===== src/rtl/weight_loader.sv =====
// weight_loader: streams upstream weight bytes into the neuron weight memory, one write per handshake.
module weight_loader #(
  parameter int DATA_W = 8,
  parameter int ADDR_W = 8
) (
  input  logic              clk,
  input  logic              reset,
  input  logic              start,
  input  logic [ADDR_W:0]   num_weights,
  input  logic              abort,
  input  logic              in_valid,
  input  logic [DATA_W-1:0] in_data,
  output logic              in_ready,
  output logic              wr_en,
  output logic [ADDR_W-1:0] wr_addr,
  output logic [DATA_W-1:0] weight_out,
  output logic              busy,
  output logic              done,
  output logic              err,
  output logic [ADDR_W:0]   loaded_count
);
  localparam int DEPTH = 2 ** ADDR_W;
  typedef enum logic [1:0] {IDLE, LOAD, FLUSH, DONE} state_t;
  state_t          state;
  logic [ADDR_W:0] num;
  logic            hs;
  logic            legal;
  assign in_ready = state == LOAD && loaded_count < num;
  assign busy     = state == LOAD || state == FLUSH;
  // abort beats a coincident handshake, so the byte on that edge is dropped
  assign hs       = in_valid && in_ready && !abort;
  assign legal    = num_weights != '0 && num_weights <= (ADDR_W+1)'(DEPTH);
  always_ff @(posedge clk) begin
    if (!reset) begin
      state        <= IDLE;
      num          <= '0;
      wr_en        <= 1'b0;
      wr_addr      <= '0;
      weight_out   <= '0;
      done         <= 1'b0;
      err          <= 1'b0;
      loaded_count <= '0;
    end else begin
      wr_en <= hs;
      done  <= state == FLUSH;
      if (hs) begin
        wr_addr      <= loaded_count[ADDR_W-1:0];
        weight_out   <= in_data;
        loaded_count <= loaded_count + 1'b1;
      end
      case (state)
        IDLE:
          if (start) begin
            if (legal) begin
              state        <= LOAD;
              num          <= num_weights;
              loaded_count <= '0;
              err          <= 1'b0;
            end else begin
              err <= 1'b1;
            end
          end
        LOAD:
          if (abort) begin
            err   <= 1'b1;
            state <= IDLE;
          end else if (hs && loaded_count + 1'b1 == num) begin
            state <= FLUSH;
          end
        FLUSH:   state <= DONE;
        default: state <= IDLE;
      endcase
    end
  end
endmodule


===== config.mk =====
export PLATFORM = sky130hd
export DESIGN_NAME = weight_loader
export DESIGN_NICKNAME = d
export VERILOG_FILES = /design/src/rtl/weight_loader.sv
export SDC_FILE = /design/constraint.sdc
export NUM_CORES = 1
export LEC_CHECK = 0
export ABC_CLOCK_PERIOD_IN_PS = 3300
export BUFFER_PORTS_ARGS = -buffer_cell sky130_fd_sc_hd__buf_4
export CORE_ASPECT_RATIO = 0.75
export CORE_MARGIN = 5
export CORE_UTILIZATION = 53
export CTS_CLUSTER_SIZE = 10
export DETAILED_ROUTE_END_ITERATION = 7
export PLACE_DENSITY_LB_ADDON = 0.2
export SKIP_CTS_REPAIR_TIMING = 1
export SLEW_MARGIN = 15
export SYNTH_ARGS = -nofsm -noshare
export SYNTH_HDL_FRONTEND = slang
export SYNTH_SLANG_ARGS = --single-unit

===== constraint.sdc =====
create_clock -name clk -period 3.3 [get_ports clk]
set_clock_uncertainty 0.05 [all_clocks]
set_input_delay 0.165 -clock clk [delete_from_list [all_inputs] [get_ports clk]]
set_output_delay 0.165 -clock clk [all_outputs]
set_load 0.02 [all_outputs]

==> reports/results.tsv, run 1 <==
stage	metric	value	unit
setup_path	path_buf_inv	1	
floorplan	std_cell_rows	20	
floorplan	start_util	0.538	
power	power_frac_clock	0.327	
detailed_routing	via_per_inst	5.67	
logic_synthesis	ys.flop_type	dfxtp_1	
global_route	use_met1	0.291	
hold_path	min_path_type	input port to flip-flop	
clock_network	cts_buffer_depth	2	
detailed_routing	dr.pass1.iters	5	
finish	fillers	358	
hold_path	hp-start	in_data[5]	
global_route	first_global_vias	1866	
setup_path	worstPathCellList	ha_1 -> o211ai_1 -> a21oi_1 -> o41ai_4 -> buf_4 -> nand3_1 -> or3_1 -> a21oi_1	
logic_synthesis	syn_area	2130	sq um
global_route	grt_pass1_wl	8.81	mm
setup_path	crit_type	flip-flop to flip-flop	
timing	fin_crit	2570	ps
global_route	busiest_layer	met2	
clock_network	h-tree-depth	2	
timing	tightest_slew	619	ps
timing	rsz0062_at_grt	no	
clock_network	insertion_delay	300	ps
floorplan	dieArea	5400	sq um
power	powerDensity	458	nW/um^2
power	p_int	849	uW
setup_path	crit_path_top_delay_cell	dfxtp_1	
setup_path	critical-path-top-delay-family	compound AO/OA/AOI/OAI gates	
clock_network	cts-root-buf	clkbuf_8	
global_route	grt_max_degree	29	
setup_path	slowest_delay	630	ps
setup_path	worstPathArrival	2740	ps
timing	fin_hold_ws	46.4	ps
logic_synthesis	avgSynthCellArea	8.35	sq um
logic_synthesis	synth_edf_count	0	
logic_synthesis	synth_cell_types	43	
logic_synthesis	synth.net_count	290	
power	p_seq_frac	0.426	
floorplan	core	3950	sq um
finish	ff_latch_area	781	sq um
logic_synthesis	synth_warnings	0	
run	drv_cap	0	
setup_path	rr_startpoint	loaded_count[2]$_SDFF_PN0_	
timing	tns	0	ps
timing	max_slew_margin	0.584	
floorplan	die_x	83.2	microns
global_route	gr-total-overflow	0	
setup_path	crit_path_start	loaded_count[2]$_SDFF_PN0_	
finish	design_area	2670	sq um
timing	setup_viol	0	
finish	fin_nets	340	
timing	fin_ws	732	ps
global_route	globalRouteTotalUtil	0.204	
setup_path	cp_common_cell	a21oi_1	
run_status	outcome	complete, no violations	
detailed_routing	routed_wl	5.26	mm
logic_synthesis	synthArstFlopShare	0	
clock_network	cts.sinks	39	
finish	synthToLayoutAreaGrowth	25.6	%
timing	fin_crit_sh	0.778	
finish	antenna_cells	0	
logic_synthesis	yosysSeqAreaShare	0.367	
detailed_routing	avgRoutedWirePerCell	14.6	microns
place	dpl_worst_slack	759	ps
power	leakage	0.00121	uW
logic_synthesis	synth_cells	255	
power	power.switching	376	uW
timing	max_freq	389	MHz
power	swShare	0.307	
timing	drv_slew	0	
clock_network	clkTransAtPathRegs	80	ps
setup_path	cp-end-kind	flip-flop	
global_route	gr-usage-met3	0.0546	
detailed_routing	vias	2047	
setup_path	crit_fanout	15	
power	finalPower	1220	uW
floorplan	pin_count	52	
logic_synthesis	synth-seq-cells	39	
place	hpwl	3.95	mm
finish	drive_above_1_share	0.216	
detailed_routing	ant_nets	0	
clock_network	cts_tree	done	
place	place_area	2560	sq um
global_route	antenna_found_initial	0	
floorplan	die_h	64.9	microns
global_route	grt_util_met2	0.293	
clock_network	numCtsBuffers	5	
timing	hold_violations	0	
place	io_buffers	51	
finish	multi_input_area	1240	sq um
setup_path	required	3480	ps
power	combinationalPowerShare	0.247	
power	ir_drop	327	uV
detailed_routing	drtIter0Drc	194	
detailed_routing	drc_errors	0	
setup_path	cp-start-kind	flip-flop	
place	gp_congestion	0.890	
[cell type report]
class | instances | share of cell area
multi-input combinational | 188 | 0.463
clock buffer | 5 | 0.0257
clock inverter | 3 | 0.0164
tap | 55 | 0.0257
inverter | 16 | 0.0225
sequential | 39 | 0.292
timing repair buffer | 55 | 0.154
[logic make-up (layout without fill, tap and decap cells)]
| family | count (synthesis) | count (layout) | share of synthesized area |
|---|---|---|---|
| AND/OR/NAND/NOR | 102 | 102 | 0.229 |
| flip-flops | 39 | 39 | 0.367 |
| AO/OA/AOI/OAI | 41 | 41 | 0.133 |
| adder cells (fa/ha/maj) | 13 | 13 | 0.0764 |
| XOR/XNOR | 14 | 14 | 0.0576 |
| multiplexers | 18 | 18 | 0.0852 |
| buffers and inverters | 28 | 79 | 0.0517 |
[cell usage in the layout (no fill, tap or decap), types with 4 or more instances in the layout]
cell,n
a21oi_1,17
ha_1,13
nor2_1,32
o21ai_0,4
nand3_1,13
inv_1,15
xnor2_1,9
nor3_1,6
mux2i_1,17
nand2_1,23
buf_4,55
dfxtp_1,39
xor2_1,5
nand4_1,6
clkbuf_8,5
[worst min-delay path, stage by stage]
cell	delay (ps)
buf_4	70
mux2i_1	50
nor2_1	70
[layer usage]
layer | up-vias | wire length (microns)
met2 | 104 | 2220
met1 | 936 | 2460
li1 | 997 | -
met3 | 10 | 514
met4 | 0 | 70
met5 | - | 0
[cell usage after synthesis (4+ instances only)]
master    count  area [sq um]
xor2_1        5          43.8
nor2_1       32           120
nor3_1        6          30.0
o21ai_0       4          20.0
nand3_1      13          65.1
a21oi_1      17          85.1
nand4_1       6          37.5
dfxtp_1      39           781
xnor2_1       9          78.8
inv_1        15          56.3
nand2_1      23          86.3
mux2i_1      17           170
clkbuf_1      8          30.0
ha_1         13           163
[registers in the layout, indices dropped and copies added (netlist names)]
register / cells
done: 1
num: 9
weight_out: 8
wr_en: 1
loaded_count: 9
wr_addr: 8
err: 1
state: 2
[power by group through the flow]
stage	Combinational, uW	Sequential, uW	Clock (uW)
floorplan	196	537	0
global placement	296	531	0
detailed placement	301	531	0
CTS	302	521	407
global route	332	526	432
finish	302	522	401
[metrics by stage]
step,util,instances
floorplan,-,255
global placement,0.647,353
detailed placement,0.647,353
CTS,0.676,361
global route,0.676,361
finish,0.676,361
[final timing paths]
| kind | end | slack (ps) | depth (start not counted) |
|---|---|---|---|
| setup / recovery | loaded_count[7]$_SDFF_PN0_ | 730 | 8 |
| hold / removal | weight_out[5]$_SDFFE_PN0P_ | 50 | 3 |
| setup reg to reg | loaded_count[7]$_SDFF_PN0_ | 730 | 8 |
| hold reg to reg | wr_addr[6]$_SDFFE_PN0P_ | 410 | 2 |
(Power assumes the default switching activity.)
==> run 2, diff against run 1 <==
--- a/config.mk
+++ b/config.mk
@@ -5,11 +5,12 @@
 export SDC_FILE = /design/constraint.sdc
 export NUM_CORES = 1
 export LEC_CHECK = 0
-export ABC_CLOCK_PERIOD_IN_PS = 3300
+export ABC_AREA = 1
+export ABC_CLOCK_PERIOD_IN_PS = 2280
 export BUFFER_PORTS_ARGS = -buffer_cell sky130_fd_sc_hd__buf_4
 export CORE_ASPECT_RATIO = 0.75
 export CORE_MARGIN = 5
-export CORE_UTILIZATION = 53
+export CORE_UTILIZATION = 48
 export CTS_CLUSTER_SIZE = 10
 export DETAILED_ROUTE_END_ITERATION = 7
 export PLACE_DENSITY_LB_ADDON = 0.2
==> constraint.sdc (replaced) <==
create_clock -name clk -period 2.28 [get_ports clk]
set_clock_uncertainty 0.05 [all_clocks]
set_input_delay 0.114 -clock clk [delete_from_list [all_inputs] [get_ports clk]]
set_output_delay 0.114 -clock clk [all_outputs]
set_load 0.02 [all_outputs]
==> run 2 against run 1 <==
  * The run now ends with hold timing left
  * Flip-flop and latch count stayed put
  * Sequential share of layout area is 0.59 points lower
  * Register-to-register slack worse by 500 ps
  * Worst setup slack worse by 500 ps
  * Area after synthesis is 0.53% lower
  * Global-route usage is 0.55 points higher
  * Largest power group unchanged
  * Highest routed layer unchanged
  * Via count is 5.8% higher
  * Total power is 41% higher
  * Final cell count is 19% higher
  * Largest cell class unchanged
  * Wire length is 8.7% higher
==> reports/results.tsv, run 2 <==
stage	metric	value	unit	change
finish	fin_util	0.657		was 0.676
timing	fin_hold_ws	-16.4	ps	was 46.4 ps
finish	fillers	375		was 358
run_status	outcome	complete, but fails checks		was complete, no violations
logic_synthesis	synth.net_count	350		was 290
clock_network	h-tree-depth	2		unchanged
power	combinationalPowerShare	0.231		was 0.247
setup_path	cp-end-kind	flip-flop		unchanged
floorplan	pin_count	52		unchanged
setup_path	cp_common_cell	nand2_1		was a21oi_1
setup_path	slowest_delay	340	ps	was 630 ps
global_route	grt_pass1_wl	9.49	mm	was 8.81 mm
power	leakage	0.00137	uW	was 0.00121 uW
timing	drv_slew	0		unchanged
power	ir_drop	478	uV	was 327 uV
setup_path	cp-start-kind	flip-flop		unchanged
timing	tns	0	ps	unchanged
power	swShare	0.303		was 0.307
detailed_routing	route.layer.met1.wl	2.63	mm	was 2.46 mm
power	powerDensity	635	nW/um^2	was 458 nW/um^2
logic_synthesis	synth_area_leaders	dfxtp_1 37%, nand2_1 11%, o21ai_0 8.3%, nor2_1 8.2%, ha_1 7.7%		was dfxtp_1 37%, mux2i_1 8.0%, ha_1 7.6%, nor2_1 5.6%, nand2_1 4.1%
floorplan	die_x	86.7	microns	was 83.2 microns
detailed_routing	vias	2166		was 2,047
power	p_int	1210	uW	was 849 uW
logic_synthesis	synth_cell_types	24		was 43
power	power.switching	524	uW	was 376 uW
floorplan	dieArea	5850	sq um	was 5400 sq um
clock_network	cts_buffer_depth	2		unchanged
logic_synthesis	netlist_top_cells_count	64 x nand2_1, 46 x nor2_1, 40 x inv_1		was 39 x dfxtp_1, 32 x nor2_1, 23 x nand2_1
logic_synthesis	synth_edf_count	0		unchanged
setup_path	rr_startpoint	num[4]$_SDFFE_PN0P_		was loaded_count[2]$_SDFF_PN0_
setup_path	worstReg2RegEnd	state[1]$_SDFFE_PN0P_		was loaded_count[7]$_SDFF_PN0_
finish	antenna_cells	0		unchanged
logic_synthesis	yosysTopAreaCellShare	0.369		was 0.367
setup_path	regToRegSetupSlack	240	ps	was 730 ps
detailed_routing	via_per_inst	5.03		was 5.67
timing	tightest_slew	412	ps	was 619 ps
power	finalPower	1730	uW	was 1220 uW
setup_path	reg2reg_depth	15		was 8
logic_synthesis	synth-seq-cells	39		unchanged
detailed_routing	drc_errors	0		unchanged
detailed_routing	dr.pass1.iters	4		was 5
setup_path	required	2430	ps	was 3480 ps
run	drv_cap	0		unchanged
logic_synthesis	synth_cells	315		was 255
global_route	gr-total-overflow	0		unchanged
detailed_routing	avgRoutedWirePerCell	13.3	microns	was 14.6 microns
clock_network	cts-root-buf	clkbuf_8		unchanged
floorplan	die_h	67.5	microns	was 64.9 microns
timing	hold_violations	6		was 0
floorplan	std_cell_rows	20		unchanged
place	io_buffers	51		unchanged
timing	max_slew_margin	0.725		was 0.584
finish	reg.largest.list	loaded_count (9), num (9)		unchanged
setup_path	worstPathCellList	inv_1 -> ha_1 -> nand2_1 -> inv_1 -> nand2_1 -> nand2_1 -> nand2_1 -> nand4_1 -> nor2_2 -> buf_4 -> nand3_1 -> nand2_1 -> nand3_1 -> nand2_1 -> nor2_1		was ha_1 -> o211ai_1 -> a21oi_1 -> o41ai_4 -> buf_4 -> nand3_1 -> or3_1 -> a21oi_1
place	hpwl	4.37	mm	was 3.95 mm
timing	fin_crit_sh	0.896		was 0.778
detailed_routing	drtIter0Drc	112		was 194
clock_network	insertion_delay	300	ps	about the same
timing	fin_crit	2040	ps	was 2570 ps
run_status	violations	hold timing		
logic_synthesis	syn_area	2120	sq um	was 2130 sq um
logic_synthesis	avgSynthCellArea	6.72	sq um	was 8.35 sq um
place	dp_cells	424		was 353
logic_synthesis	yosysSeqAreaShare	0.369		was 0.367
finish	synthToLayoutAreaGrowth	28.8	%	was 25.6%
setup_path	crit_path_start	num[4]$_SDFFE_PN0P_		was loaded_count[2]$_SDFF_PN0_
timing	setup_viol	0		unchanged
detailed_routing	topRoutingLayerUsed	met4		unchanged
clock_network	numCtsBuffers	5		unchanged
power	p_seq_frac	0.434		was 0.426
timing	max_freq	489	MHz	was 389 MHz
finish	instances_no_fill	431		was 361
clock_network	cts_tree	done		unchanged
detailed_routing	met2WireLength	2.44	mm	was 2.22 mm
detailed_routing	dr_wl_met3	599	microns	was 514 microns
logic_synthesis	ys.flop_type	dfxtp_1		unchanged
global_route	first_global_vias	2124		was 1,866
power	power_frac_clock	0.335		was 0.327
hold_path	min_path_type	input port to flip-flop		unchanged
setup_path	worstPathArrival	2200	ps	was 2740 ps
floorplan	core	4150	sq um	was 3950 sq um
global_route	antenna_found_initial	0		unchanged
global_route	grt_max_degree	30		was 29
floorplan	start_util	0.510		was 0.538
finish	mostFrequentLayoutCells	64 x nand2_1, 63 x buf_4, 45 x nor2_1, 40 x inv_1, 39 x dfxtp_1		was 55 x buf_4, 39 x dfxtp_1, 32 x nor2_1, 23 x nand2_1
logic_synthesis	synth_warnings	0		unchanged
finish	mostFrequentLayoutCell	nand2_1		was buf_4
setup_path	crit_type	flip-flop to flip-flop		unchanged
setup_path	crit_path_top_delay_cell	dfxtp_1		unchanged
finish	fin_nets	411		was 340
global_route	globalRouteTotalUtil	0.209		was 0.204
place	gp_congestion	0.850		was 0.890
logic_synthesis	synthArstFlopShare	0		unchanged
finish	drive_above_1_share	0.210		was 0.216
logic_synthesis	synth_area_leader_cell	dfxtp_1		unchanged
detailed_routing	ant_nets	0		unchanged
clock_network	cts.sinks	39		unchanged
clock_network	clkTransAtPathRegs	80	ps	about the same
setup_path	endpoint	state[1]$_SDFFE_PN0P_		was loaded_count[7]$_SDFF_PN0_
setup_path	crit_fanout	19		was 15
detailed_routing	routed_wl	5.72	mm	was 5.26 mm
timing	rsz0062_at_grt	no		unchanged
logic_synthesis	yosys.cell_count.top_type	nand2_1		was dfxtp_1
-- run 2: changes by cell type after synthesis, moves of 13 or more --
cell,delta
nand2_1,+41
o21ai_0,+31
inv_1,+25
mux2i_1,-17
nor2_1,+14
nand3_1,+13
-- run 2: logic make-up (layout without fill, tap and decap cells) --
logic type | Yosys count | in the layout | synth area share
adder cells (fa/ha/maj) | 13 | 13 | 0.0768
XOR/XNOR | 1 | 1 | 0.00414
AO/OA/AOI/OAI | 65 | 65 | 0.159
flip-flops | 39 | 39 | 0.369
buffers and inverters | 50 | 111 | 0.0916
AND/OR/NAND/NOR | 147 | 147 | 0.300
-- run 2: area by class of cell --
class | count | area [sq um] | area share
multi-input combinational | 226 | 1140 | 0.420
sequential | 39 | 781 | 0.286
timing repair buffer | 63 | 473 | 0.173
inverter | 41 | 154 | 0.0564
clock buffer | 5 | 68.8 | 0.0252
tap | 55 | 68.8 | 0.0252
clock inverter | 2 | 37.5 | 0.0138
-- run 2: critical path: cells and delay by family, from the launching register on --
family | cells | cell delay (ps)
fa+ha+maj | 1 | 300
simple gates | 11 | 900
buf+inv | 3 | 350
flops | 1 | 340
-- run 2: worst min path at each step --
stage               start                          to  slack (ps)  cells after the start
2_1_floorplan  in_data[0]  weight_out[0]$_SDFFE_PN0P_         200                      2
3_3_place_gp   in_data[4]  weight_out[4]$_SDFFE_PN0P_         290                      3
3_5_place_dp   in_data[3]  weight_out[3]$_SDFFE_PN0P_         290                      3
4_1_cts        in_data[3]  weight_out[3]$_SDFFE_PN0P_         -20                      3
5_1_grt        in_data[0]  weight_out[0]$_SDFFE_PN0P_           2                      3
6_report       in_data[3]  weight_out[3]$_SDFFE_PN0P_         -20                      3
-- run 2: routing by layer --
layer,global-route usage,up-vias
met3,0.0671,7
met4,0.0642,0
met5,0,-
li1,-,1141
met2,0.336,78
met1,0.270,940
-- run 2: stage by stage --
step | setup WS, ps | cell area [sq um]
global placement | 294 | 2620
global route | 5.88 | 2730
detailed placement | 271 | 2620
CTS | 244 | 2730
finish | 236 | 2730
floorplan | 242 | 2120
-- run 2: power groups by stage --
stage / registers, uW / logic, uW / clock network (uW)
global route: 758 / 449 / 614
CTS: 752 / 401 / 582
detailed placement: 767 / 399 / 0
finish: 752 / 400 / 579
floorplan: 801 / 211 / 0
global placement: 766 / 393 / 0
